===== src/rtl/mem_access_unit.sv =====
// Multicycle load/store bus master: aligns store data, drives a word-aligned valid/ready
// bus transaction, and returns the raw read word with misalignment/timeout status.
`ifndef LOAD_OP_WIDTH
`define LOAD_OP_WIDTH 3
`endif
`ifndef STORE_OP_WIDTH
`define STORE_OP_WIDTH 2
`endif

module mem_access_unit #(
  parameter int unsigned TIMEOUT_CYCLES = 255,
  parameter int unsigned TO_WIDTH       = 8
) (
  input  logic                       clk,
  input  logic                       reset,
  input  logic                       req_valid,
  output logic                       req_ready,
  input  logic                       req_we,
  input  logic [31:0]                req_addr,
  input  logic [31:0]                req_wdata,
  input  logic [`LOAD_OP_WIDTH-1:0]  req_loadop,
  input  logic [`STORE_OP_WIDTH-1:0] req_storeop,
  output logic                       mem_valid,
  input  logic                       mem_ready,
  output logic [31:0]                mem_addr,
  output logic [31:0]                mem_wdata,
  output logic [3:0]                 mem_wmask,
  input  logic [31:0]                mem_rdata,
  output logic                       rsp_valid,
  output logic [31:0]                rsp_rdata,
  output logic [1:0]                 rsp_addr_lo,
  output logic [`LOAD_OP_WIDTH-1:0]  rsp_loadop,
  output logic                       rsp_misaligned,
  output logic                       rsp_timeout
);

  localparam logic [`LOAD_OP_WIDTH-1:0]  LD_LH  = 3'b001;
  localparam logic [`LOAD_OP_WIDTH-1:0]  LD_LW  = 3'b010;
  localparam logic [`LOAD_OP_WIDTH-1:0]  LD_LHU = 3'b101;
  localparam logic [`STORE_OP_WIDTH-1:0] ST_SB  = 2'b00;
  localparam logic [`STORE_OP_WIDTH-1:0] ST_SH  = 2'b01;
  localparam logic [`STORE_OP_WIDTH-1:0] ST_SW  = 2'b10;

  typedef enum logic [1:0] {IDLE = 2'd0, BUS = 2'd1, RESP = 2'd2} state_t;

  function automatic logic [31:0] align_wdata(input logic [`STORE_OP_WIDTH-1:0] op,
                                              input logic [31:0] d);
    logic [31:0] r;
    case (op)
      ST_SB:   r = {4{d[7:0]}};
      ST_SH:   r = {2{d[15:0]}};
      default: r = d;
    endcase
    return r;
  endfunction

  function automatic logic [3:0] align_wmask(input logic [`STORE_OP_WIDTH-1:0] op,
                                             input logic [1:0] lo);
    logic [3:0] m;
    case (op)
      ST_SB:   m = 4'b0001 << lo;
      ST_SH:   m = lo[1] ? 4'b1100 : 4'b0011;
      default: m = 4'b1111;
    endcase
    return m;
  endfunction

  function automatic logic is_misaligned(input logic we,
                                         input logic [`LOAD_OP_WIDTH-1:0] lop,
                                         input logic [`STORE_OP_WIDTH-1:0] sop,
                                         input logic [1:0] lo);
    logic half;
    logic word;
    if (we) begin
      half = (sop == ST_SH);
      word = (sop == ST_SW);
    end else begin
      half = (lop == LD_LH) || (lop == LD_LHU);
      word = (lop == LD_LW);
    end
    return (half && lo[0]) || (word && (lo != 2'b00));
  endfunction

  state_t                      state_q, state_d;
  logic                        we_q, we_d;
  logic [TO_WIDTH-1:0]         cnt_q, cnt_d, cnt_inc;
  logic                        timeout_hit;
  logic                        mem_valid_q, mem_valid_d;
  logic [31:0]                 mem_addr_q, mem_addr_d;
  logic [31:0]                 mem_wdata_q, mem_wdata_d;
  logic [3:0]                  mem_wmask_q, mem_wmask_d;
  logic                        rsp_valid_q, rsp_valid_d;
  logic [31:0]                 rsp_rdata_q, rsp_rdata_d;
  logic [1:0]                  rsp_addr_lo_q, rsp_addr_lo_d;
  logic [`LOAD_OP_WIDTH-1:0]   rsp_loadop_q, rsp_loadop_d;
  logic                        rsp_mis_q, rsp_mis_d;
  logic                        rsp_to_q, rsp_to_d;

  assign req_ready      = (state_q == IDLE);
  assign mem_valid      = mem_valid_q;
  assign mem_addr       = mem_addr_q;
  assign mem_wdata      = mem_wdata_q;
  assign mem_wmask      = mem_wmask_q;
  assign rsp_valid      = rsp_valid_q;
  assign rsp_rdata      = rsp_rdata_q;
  assign rsp_addr_lo    = rsp_addr_lo_q;
  assign rsp_loadop     = rsp_loadop_q;
  assign rsp_misaligned = rsp_mis_q;
  assign rsp_timeout    = rsp_to_q;

  assign cnt_inc     = cnt_q + {{(TO_WIDTH-1){1'b0}}, 1'b1};
  assign timeout_hit = (TIMEOUT_CYCLES != 32'd0) && (cnt_inc == TO_WIDTH'(TIMEOUT_CYCLES));

  // Next-state and next-output computation for the access sequencer.
  always_comb begin
    state_d       = state_q;
    we_d          = we_q;
    cnt_d         = cnt_q;
    mem_valid_d   = mem_valid_q;
    mem_addr_d    = mem_addr_q;
    mem_wdata_d   = mem_wdata_q;
    mem_wmask_d   = mem_wmask_q;
    rsp_valid_d   = 1'b0;
    rsp_rdata_d   = rsp_rdata_q;
    rsp_addr_lo_d = rsp_addr_lo_q;
    rsp_loadop_d  = rsp_loadop_q;
    rsp_mis_d     = rsp_mis_q;
    rsp_to_d      = rsp_to_q;
    case (state_q)
      IDLE: begin
        cnt_d = '0;
        if (req_valid) begin
          we_d          = req_we;
          rsp_addr_lo_d = req_addr[1:0];
          rsp_loadop_d  = req_loadop;
          if (is_misaligned(req_we, req_loadop, req_storeop, req_addr[1:0])) begin
            state_d     = RESP;
            rsp_valid_d = 1'b1;
            rsp_mis_d   = 1'b1;
            rsp_to_d    = 1'b0;
            rsp_rdata_d = 32'h0000_0000;
          end else begin
            state_d     = BUS;
            mem_valid_d = 1'b1;
            mem_addr_d  = {req_addr[31:2], 2'b00};
            mem_wdata_d = req_we ? align_wdata(req_storeop, req_wdata) : 32'h0000_0000;
            mem_wmask_d = req_we ? align_wmask(req_storeop, req_addr[1:0]) : 4'b0000;
          end
        end else begin
          state_d = IDLE;
        end
      end
      BUS: begin
        // A ready in the same cycle as the timeout takes priority.
        if (mem_ready) begin
          state_d     = RESP;
          mem_valid_d = 1'b0;
          rsp_valid_d = 1'b1;
          rsp_rdata_d = we_q ? 32'h0000_0000 : mem_rdata;
          rsp_mis_d   = 1'b0;
          rsp_to_d    = 1'b0;
        end else if (timeout_hit) begin
          state_d     = RESP;
          mem_valid_d = 1'b0;
          rsp_valid_d = 1'b1;
          rsp_rdata_d = 32'h0000_0000;
          rsp_mis_d   = 1'b0;
          rsp_to_d    = 1'b1;
        end else begin
          cnt_d = cnt_inc;
        end
      end
      RESP: begin
        state_d = IDLE;
        cnt_d   = '0;
      end
      default: begin
        state_d     = IDLE;
        mem_valid_d = 1'b0;
        cnt_d       = '0;
      end
    endcase
  end

  // State and registered outputs, cleared by the synchronous reset.
  always_ff @(posedge clk) begin
    if (reset) begin
      state_q       <= IDLE;
      we_q          <= 1'b0;
      cnt_q         <= '0;
      mem_valid_q   <= 1'b0;
      mem_addr_q    <= 32'h0000_0000;
      mem_wdata_q   <= 32'h0000_0000;
      mem_wmask_q   <= 4'b0000;
      rsp_valid_q   <= 1'b0;
      rsp_rdata_q   <= 32'h0000_0000;
      rsp_addr_lo_q <= 2'b00;
      rsp_loadop_q  <= '0;
      rsp_mis_q     <= 1'b0;
      rsp_to_q      <= 1'b0;
    end else begin
      state_q       <= state_d;
      we_q          <= we_d;
      cnt_q         <= cnt_d;
      mem_valid_q   <= mem_valid_d;
      mem_addr_q    <= mem_addr_d;
      mem_wdata_q   <= mem_wdata_d;
      mem_wmask_q   <= mem_wmask_d;
      rsp_valid_q   <= rsp_valid_d;
      rsp_rdata_q   <= rsp_rdata_d;
      rsp_addr_lo_q <= rsp_addr_lo_d;
      rsp_loadop_q  <= rsp_loadop_d;
      rsp_mis_q     <= rsp_mis_d;
      rsp_to_q      <= rsp_to_d;
    end
  end

endmodule


===== config.mk =====
export PLATFORM = sky130hd
export DESIGN_NAME = mem_access_unit
export DESIGN_NICKNAME = d
export VERILOG_FILES = /design/src/rtl/mem_access_unit.sv
export SDC_FILE = /design/constraint.sdc
export NUM_CORES = 1
export LEC_CHECK = 0
export CAP_MARGIN = 25
export CORE_UTILIZATION = 45
export CTS_CLUSTER_DIAMETER = 120
export DETAILED_ROUTE_END_ITERATION = 10
export PLACE_DENSITY = 0.85
export SLEW_MARGIN = 20
export SYNTH_ARGS = -nofsm -noshare
export SYNTH_HDL_FRONTEND = slang
export SYNTH_SLANG_ARGS = --single-unit

===== constraint.sdc =====
create_clock -name clk -period 6.38 [get_ports clk]
set_clock_uncertainty 0.2 [all_clocks]
set_input_delay 0.957 -clock clk [delete_from_list [all_inputs] [get_ports clk]]
set_output_delay 0.957 -clock clk [all_outputs]
set_load 0.1 [all_outputs]

==> results of run 1 <==
-- per-stage QoR --
| step | utilization (%) | area (sq um) | setup slack, ps | hold WS [ps] | instances |
|---|---|---|---|---|---|
| after floorplan | - | 4780 | 3460 | 255 | 559 |
| after global placement | 67.3 | 6950 | 2140 | 240 | 871 |
| after detailed placement | 67.3 | 6950 | 2010 | 246 | 871 |
| after CTS | 73.3 | 7560 | 2540 | 255 | 902 |
| after global routing | 73.4 | 7570 | 2650 | 278 | 903 |
| final | 73.4 | 7570 | 2840 | 252 | 903 |
-- synth_stat cells (3+ instances only) --
cell,count
dfxtp_1,118
nand2_1,111
nor2_1,47
a21oi_1,45
nand2b_1,37
o21ai_0,37
a22oi_1,30
clkbuf_1,27
mux2_2,16
mux2i_1,13
o21ai_1,9
buf_2,8
buf_4,5
inv_1,5
a211oi_1,4
nand3_1,4
nor3_1,3
or3_1,3
xnor2_1,3
xor2_1,3
-- power by group through the flow --
stage / clock network, mW / registers, mW / logic (mW)
floorplan: 0 / 1.05 / 0.129
finish: 0.993 / 0.794 / 0.538
CTS: 1.00 / 0.793 / 0.538
global route: 1.04 / 0.797 / 0.560
detailed placement: 0 / 0.809 / 0.535
global placement: 0 / 0.807 / 0.528
-- placed cells by master (no fill, tap or decap), types with 2 or more instances in the layout --
cell	Yosys	layout
a211oi_1	4	4
clkinv_2	0	2
nor3_1	3	3
nor2_1	47	46
clkdlybuf4s50_1	0	212
mux2i_1	13	13
o21ai_1	9	9
ha_1	2	2
o211ai_1	2	2
xor2_1	3	3
mux2_2	16	16
nor2b_1	2	2
or3_1	3	3
xnor2_1	3	3
clkbuf_1	27	3
bufinv_16	0	4
inv_1	5	5
conb_1	1	2
buf_4	5	5
clkbuf_8	0	4
nand2b_1	37	37
nand3_1	4	4
dfxtp_1	118	118
nor3b_1	2	2
a22oi_1	30	30
clkbuf_16	0	16
nand2_1	111	111
o21ai_0	37	37
a21oi_1	45	45
-- per-layer routing --
| metal | wire length [um] | vias to the layer above | GRT usage, % |
|---|---|---|---|
| met1 | 5860 | 2220 | 29.1 |
| li1 | - | 2279 | - |
| met5 | 0 | - | 0 |
| met2 | 7380 | 201 | 46.4 |
| met3 | 1200 | 34 | 8.80 |
| met4 | 334 | 0 | 11.3 |
-- cell type report --
class | instances | area [sq um] | area share, %
Sequential cell | 118 | 2360 | 31.2
Clock inverter | 8 | 146 | 1.93
Timing Repair Buffer | 219 | 2180 | 28.7
Multi-Input combinational cell | 394 | 2230 | 29.5
Clock buffer | 23 | 467 | 6.16
Tap cell | 136 | 170 | 2.25
Inverter | 5 | 18.8 | 0.248
-- logic make-up after synthesis --
group,count (synthesis),synth area share (%)
adders and majority gates,2,0.524
other,1,0.0785
DFF,118,49.5
AOI/OAI and AO/OA,138,17.4
buffers and inverters,47,4.30
muxes,29,6.50
xor gates and xnor gates,6,1.10
and+or+nand+nor,217,20.7
-- state kept, by name, indices dropped and copies added (netlist names) --
name	count
mem_wdata	32
rsp_rdata	32
mem_addr	30
cnt_q	8
mem_wmask	4
rsp_loadop	3
rsp_addr_lo	2
state_q	2
mem_valid	1
rsp_misaligned	1
rsp_timeout	1
rsp_valid	1
we_q	1
-- how the worst max path moves through the flow --
stage / from / endpoint / slack (ps)
global placement: req_storeop[1] / rsp_rdata[29] / 2140
finish: req_storeop[0] / mem_addr[13] / 2840
floorplan: state_q[1] / req_ready / 3460
global route: req_storeop[0] / rsp_rdata[16] / 2650
detailed placement: req_storeop[1] / rsp_rdata[14] / 2010
CTS: req_storeop[1] / rsp_rdata[20] / 2540
-- worst reg2reg max path, cell delays in order, from the launching register on --
cell     delay, ps
dfxtp_1        340
ha_1           250
xnor2_1        130
nor3_1         410
a31oi_1        260
a21oi_4        650
o21ai_0        230
==> metrics.cfg, run 1 <==
[detailed_routing]
drc = 0
num_vias = 4734
routed_wl_mm = 14.8
routedWlPerCell_um = 16.4
drtIter0Drc = 247
ant_nets = 0
first_pass_iters = 5
via_per_inst = 5.24

[critical_path]
cp_num_cells = 7
worst_r2r_path_depth = 6
cp-end-kind = flop
arrival_ps = 3770
worst-path-max-fanout = 25
worstPathCellList = clkdlybuf4s50_1, and4b_1, a211oi_2, o31a_1, buf_4, nand2_1, a21oi_1
timing.rr.end = rsp_rdata[12]
reg2reg_from = cnt_q[0]
cp_data_required_time_ps = 6610
r2r_slack_ps = 3770
critPathMaxStageDelay_ps = 930
critPathBufInv = 2
cpMaxStageDelayCell = clkdlybuf4s50_1
path_delay_family = buffers and inverters
worstSetupPathType = in -> reg
worstSetupStartpointType = input pin

[logic_synthesis]
synth_seq_cells = 118
synth.avg_cell_area_sq_um = 8.56
synthArstFlopShare_pct = 0
yosys_warnings = 0
syn_area_sq_um = 4780
synth_top_area_share_pct = 49.5
synth.distinct_cells = 45
synth-seq-area-share_pct = 49.5
synth_edf_count = 0
synth_area_leaders = dfxtp_1, nand2_1, nand2b_1
ys.flop_type = dfxtp_1
syn_inst = 558
yosysTopAreaCell = dfxtp_1

[global_routing]
antenna_found_initial = 0
globalRouteOverflowTotal = 0
grt_max_degree = 66
grtUsageTotal_pct = 26.5
grt_pass1_vias = 4740
grt_first_pass_wirelength_mm = 23.0

[clocking]
cts_buffers = 17
cts.repair.resized = 0
cts_hold_buf = 0
cts_root_buf = clkbuf_8
cts_tree = built
clkSlewWorstSetupHoldPaths_ps = 50
insertion_delay_ps = 510
cts_sinks = 118
clk_path_buf_depth = 2
post-cts-setup-buffer-count = 0
htree_levels = 4

[final_layout]
finalNetCount = 863
area_growth_pct = 58.6
antenna_cells = 0
layout-drive-gt1-share_pct = 7.56
num-fill-cells = 755

[hold_path]
holdCritStartpoint = mem_wdata[10]
whs_path_depth = 2
hold_path.class = reg -> reg
min_to = mem_wdata[10]

[timing]
setup_violations = 0
relSlewSlack_pct = 29.6
fin_crit_sh_pct = 55.5
maxSlewViolCount = 0
worst_slew_pin_slew_ps = 1050
rsz0062_at_grt = false
fmax_ghz = 0.282
min_period_ps = 3540
hold_viol = 0
tns_ps = 0

[power_and_ir_drop]
clockPowerShare_pct = 42.7
fin_total_pwr_mw = 2.33
power_density_nw_per_um2 = 307
p_sw_share_pct = 31.3
power.internal_mw = 1.60
p_comb_share_pct = 23.1
ir_drop_mv = 0.149
p_switching_uw = 728
p_seq_share_pct = 34.1
p_leak_nw = 2.74

[floorplanning]
coreArea_sq_um = 10300
ios = 216
die_area_sq_um = 11000
die_x_um = 105
rows = 37
die_height_um = 105
start_util_pct = 46.3

[status]
status = complete, no violations

[job]
drv_cap = 0

[placed_design]
gp_congestion = 0.812
place_hpwl_mm = 10.1
portBuffers = 213

Power figures use the tool's default switching activity.
==> run 2: changes to the inputs <==
CORE_UTILIZATION = 38   (was 45)
PLACE_DENSITY = 0.76   (was 0.85)
clock period = 3.2 ns   (was 6.38 ns; I/O delays follow)
==> run 2 against run 1 <==
  * Cell area fell by 2.3%
  * Clock power rose by 85%
  * Critical endpoint is now rsp_rdata[13]
  * Sequential power rose by 99%
==> metrics.cfg, run 2 (synthesis results as in run 1) <==
[status]
status = complete, no violations

[clocking]
cts_sinks = 118  ; unchanged
insertion_delay_ps = 410  ; -100 ps
cts_tree = built
cts_root_buf = clkbuf_16
clkSlewWorstSetupHoldPaths_ps = 50  ; about the same
cts.repair.resized = 0  ; unchanged
post-cts-setup-buffer-count = 0  ; unchanged
cts_hold_buf = 0  ; unchanged
cts_buffers = 17  ; unchanged
htree_levels = 4  ; unchanged
clk_path_buf_depth = 2  ; unchanged

[critical_path]
worstSetupStartpointType = input pin
path_delay_family = simple AND/OR/NAND/NOR gates
worstSetupPathType = in -> reg
worst-path-max-fanout = 33  ; +32%
cp-end-kind = flop
worstPathCellList = clkdlybuf4s50_1, nor4b_4, a211oi_2, or4_4, a21oi_4, buf_12, o21ai_0
r2r_slack_ps = 990  ; -2780 ps
critPathMaxStageDelay_ps = 610  ; -320 ps
arrival_ps = 2690  ; -1080 ps
critPathBufInv = 2  ; unchanged
cp_data_required_time_ps = 3280  ; -3330 ps
cpMaxStageDelayCell = clkdlybuf4s50_1

[final_layout]
antenna_cells = 0  ; unchanged
final_common_cell = buf_4
layout_common_cells = buf_4, dfxtp_1, nand2_1, clkdlybuf4s50_1, nor2_1
finalNetCount = 873  ; +1.2%
fin_cells = 946  ; +4.8%
layout-drive-gt1-share_pct = 22.8  ; +15 points
area_growth_pct = 55.0
num-fill-cells = 1069  ; +42%

[timing]
hold_viol = 0  ; unchanged
hold_slack_ps = 253  ; +1.16 ps
setup_violations = 0  ; unchanged
maxSlewViolCount = 0  ; unchanged
worst_slew_pin_slew_ps = 648  ; -405 ps
rsz0062_at_grt = false
fin_crit_sh_pct = 81.6
fmax_ghz = 0.383
relSlewSlack_pct = 56.6  ; +27 points
min_period_ps = 2610
tns_ps = 0  ; unchanged

[global_routing]
grt_first_pass_wirelength_mm = 22.4  ; -2.8%
grtUsageTotal_pct = 22.4  ; -4.1 points
antenna_found_initial = 0  ; unchanged
grt_pass1_vias = 4571  ; -3.6%
globalRouteOverflowTotal = 0  ; unchanged
grt_max_degree = 66  ; unchanged

[job]
drv_cap = 0  ; unchanged

[power_and_ir_drop]
clockPowerShare_pct = 41.0  ; -1.7 points
power.internal_mw = 3.06  ; +91%
p_switching_mw = 1.44  ; +98%
ir_drop_mv = 0.400  ; +170%
p_comb_share_pct = 23.8  ; +0.7 points
p_seq_share_pct = 35.3  ; +1.2 points
power_density_nw_per_um2 = 607  ; +98%
p_sw_share_pct = 32.0  ; +0.69 points
p_leak_nw = 2.98  ; +9.0%

[detailed_routing]
drtIter0Drc = 260  ; +5.3%
first_pass_iters = 4  ; -1
routedWlPerCell_um = 15.4  ; -5.6%
routed_wl_mm = 14.6  ; -1.1%
num_vias = 4730  ; -0.084%
drc = 0  ; unchanged
ant_nets = 0  ; unchanged
via_per_inst = 5.00  ; -4.6%

[floorplanning]
start_util_pct = 39.4  ; -6.8 points
ios = 216  ; unchanged
die_x_um = 114  ; +8.7%
rows = 40  ; +8.1%
die_area_sq_um = 13000  ; +18%
die_height_um = 114  ; +8.7%
coreArea_sq_um = 12100  ; +17%

[placed_design]
dpl.cell_count = 914  ; +4.9%
portBuffers = 213  ; unchanged
place_hpwl_mm = 10.8  ; +7.2%
gp_congestion = 0.820  ; +1.0%

[hold_path]
hold_path.class = reg -> reg

==> run 2: changes by cell type in the layout (fill, tap and decap cells not counted), moves of 2 or more <==
| cell | change |
|---|---|
| clkdlybuf4s50_1 | -108 |
| buf_12 | +2 |
| buf_4 | +118 |
| bufinv_16 | -2 |
| clkinv_2 | +3 |
==> run 2: metal layers <==
layer	part of all wire, %	track usage, %
met1	39	23.5
met5	0	0
met2	49	39.3
met3	9.0	8.58
met4	2.4	10.4
==> run 2: worst min-delay path, stage by stage (launching register included) <==
cell	delay, ps
dfxtp_1	300
nand2_1	50
a21oi_1	50
==> run 2: power by group through the flow <==
stage / Clock, mW / Combinational [mW] / Sequential [mW]
after global routing: 1.95 / 1.11 / 1.59
after detailed placement: 0 / 1.07 / 1.61
final: 1.84 / 1.07 / 1.58
after floorplan: 0 / 0.258 / 2.09
after CTS: 1.88 / 1.07 / 1.58
after global placement: 0 / 1.06 / 1.61
==> run 2: final timing paths <==
path,from,to,depth (start not counted)
worst min register to register,mem_addr[14],mem_addr[14],2
worst max register to register,cnt_q[0],rsp_rdata[13],7
worst max-delay path,req_we,rsp_rdata[13],7
worst min-delay path,mem_addr[14],mem_addr[14],2
==> run 2: final cells by class <==
class,instances,area [sq um],share of cell area [%]
Sequential cell,118,2360,31.9
Clock inverter,9,100,1.35
Inverter,5,18.8,0.254
Clock buffer,23,478,6.46
Multi-Input combinational cell,394,2230,30.1
Tap cell,168,210,2.84
Timing Repair Buffer,229,2000,27.1
==> run 2: metrics by stage <==
step	instance area, sq um	worst slack, ps	power [mW]	util [%]
global route	7400	473	4.65	61.1
finish	7400	590	4.50	61.1
floorplan	4780	757	2.35	-
global placement	6830	248	2.67	56.4
CTS	7400	593	4.54	61.1
detailed placement	6830	171	2.68	56.4
==> run 3: changes to the inputs <==
clock period = 2.4 ns   (was 3.2 ns; I/O delays follow)
==> run 3 against run 2 <==
  * Sequential share of layout area decreased by 0.75 points
  * Setup slack got worse by 490 ps
  * Hold slack worse by 140 ps
  * Register-to-register slack got worse by 650 ps
  * Cell area grew 2.4%
  * Core utilization is 1.5 points higher
  * Sequential power up 34%
  * Combinational power increased by 36%
  * Critical path depth unchanged
  * Via count rose by 0.30%
  * Total power is 37% higher
  * Non-clock buffer count increased by 12
==> metrics.cfg, run 3 (synthesis results as in run 1) <==
[status]
status = complete, no violations

[floorplanning]
die_x_um = 114  ; unchanged
ios = 216  ; unchanged
die_height_um = 114  ; unchanged
die_area_sq_um = 13000  ; unchanged
coreArea_sq_um = 12100  ; unchanged
rows = 40  ; unchanged
start_util_pct = 39.4  ; unchanged

[detailed_routing]
via_per_inst = 4.95  ; -0.96%
drtIter0Drc = 266  ; +2.3%
drc = 0  ; unchanged
num_vias = 4744  ; +0.30%
first_pass_iters = 7  ; +3
routed_wl_mm = 14.6  ; +0.13%
routedWlPerCell_um = 15.3  ; -1.1%
ant_nets = 0  ; unchanged

[final_layout]
antenna_cells = 0  ; unchanged
layout-drive-gt1-share_pct = 24.2  ; +1.4 points
fin_cells = 958  ; +1.3%
finalNetCount = 885  ; +1.4%
final_common_cell = buf_4
area_growth_pct = 58.7
layout_common_cells = buf_4, dfxtp_1, nand2_1, clkdlybuf4s50_1, nor2_1
num-fill-cells = 1031  ; -3.6%

[clocking]
cts_sinks = 118  ; unchanged
cts_tree = built
insertion_delay_ps = 400  ; about the same
cts_buffers = 17  ; unchanged
cts_root_buf = clkbuf_16
clkSlewWorstSetupHoldPaths_ps = 50  ; about the same
htree_levels = 4  ; unchanged
clk_path_buf_depth = 2  ; unchanged

[placed_design]
dp_slack_ps = -337  ; -507 ps
portBuffers = 213  ; unchanged
gp_congestion = 0.806  ; -1.8%
dpl.cell_count = 926  ; +1.3%
place_hpwl_mm = 10.7  ; -1.3%

[critical_path]
cp-end-kind = flop
worstSetupPathType = in -> reg
worstSetupStartpointType = input pin
cp_data_required_time_ps = 2480  ; -800 ps
worst-path-max-fanout = 33  ; unchanged
arrival_ps = 2380  ; -310 ps

[global_routing]
grt_max_degree = 59  ; -11%
antenna_found_initial = 0  ; unchanged
globalRouteOverflowTotal = 0  ; unchanged
grt_pass1_vias = 4665  ; +2.1%
grtUsageTotal_pct = 22.5  ; +0.15 points
grt_first_pass_wirelength_mm = 22.8  ; +1.6%

[job]
drv_cap = 0  ; unchanged

[timing]
hold_viol = 0  ; unchanged
hold_slack_ps = 116  ; -137 ps
relSlewSlack_pct = 64.8  ; +8.3 points
worst_slew_pin_slew_ps = 527  ; -121 ps
fin_crit_sh_pct = 95.9
fmax_ghz = 0.435
setup_violations = 0  ; unchanged
maxSlewViolCount = 0  ; unchanged
rsz0062_at_grt = false
min_period_ps = 2300
setup_ws_ps = 99.1  ; -490 ps

[power_and_ir_drop]
fin_total_pwr_mw = 6.16  ; +37%
ir_drop_mv = 0.435  ; +8.8%
p_leak_nw = 3.08  ; +3.2%
power_density_nw_per_um2 = 813  ; +34%

[hold_path]
hold_path.class = in -> reg

-- run 3: final cells by class --
type / instances / area, sq um / area share (%)
Sequential cell: 118 / 2360 / 31.2
Multi-Input combinational cell: 394 / 2230 / 29.5
Timing Repair Buffer: 241 / 2140 / 28.3
Clock buffer: 23 / 488 / 6.44
Tap cell: 168 / 210 / 2.77
Clock inverter: 9 / 123 / 1.62
Inverter: 5 / 18.8 / 0.248
-- run 3: routing by layer --
layer	vias to the layer above	share of wire, %	wire length, um	global-route usage (%)
met1	2207	40	5890	24.5
met5	-	0	0	0
met4	0	1.4	211	8.74
li1	2327	-	-	-
met3	16	8.2	1200	7.20
met2	194	50	7330	40.5
-- run 3: through the flow --
step | instance area [sq um] | TNS, ps | util (%)
final | 7580 | 0 | 62.6
after CTS | 7580 | 0 | 62.6
after detailed placement | 6970 | -29100 | 57.5
after global placement | 6970 | -23640 | 57.5
after floorplan | 4780 | 0 | -
after global routing | 7580 | 0 | 62.6
-- run 3: final timing paths --
kind | from | endpoint | slack [ps] | depth (start not counted)
worst max-delay path | req_we | rsp_rdata[0] | 100 | 7
worst min-delay path | reset | mem_wdata[21] | 120 | 2
worst max register to register | cnt_q[0] | rsp_rdata[0] | 340 | 7
worst min register to register | mem_addr[24] | mem_addr[24] | 250 | 2
-- run 3: repair_timing --
item	4_1_cts	5_1_grt
gates resized for setup	0	1
hold buffers	0	0
buffers inserted	0	0
endpoints found under the setup margin	0	3
endpoints found under the hold margin	0	0
-- run 3: worst max-delay path: stages --
cell and delay (ps):
clkdlybuf4s50_1 520, nor4b_4 320, a211oi_2 120, or4_4 570
a21oi_4 160, buf_12 190, o21ai_0 120
-- run 3: power by group --
group,total [mW],internal (mW),switching [mW]
logic,1.46,0.446,1.01
registers,2.11,2.06,0.0557
clock network,2.59,1.73,0.861
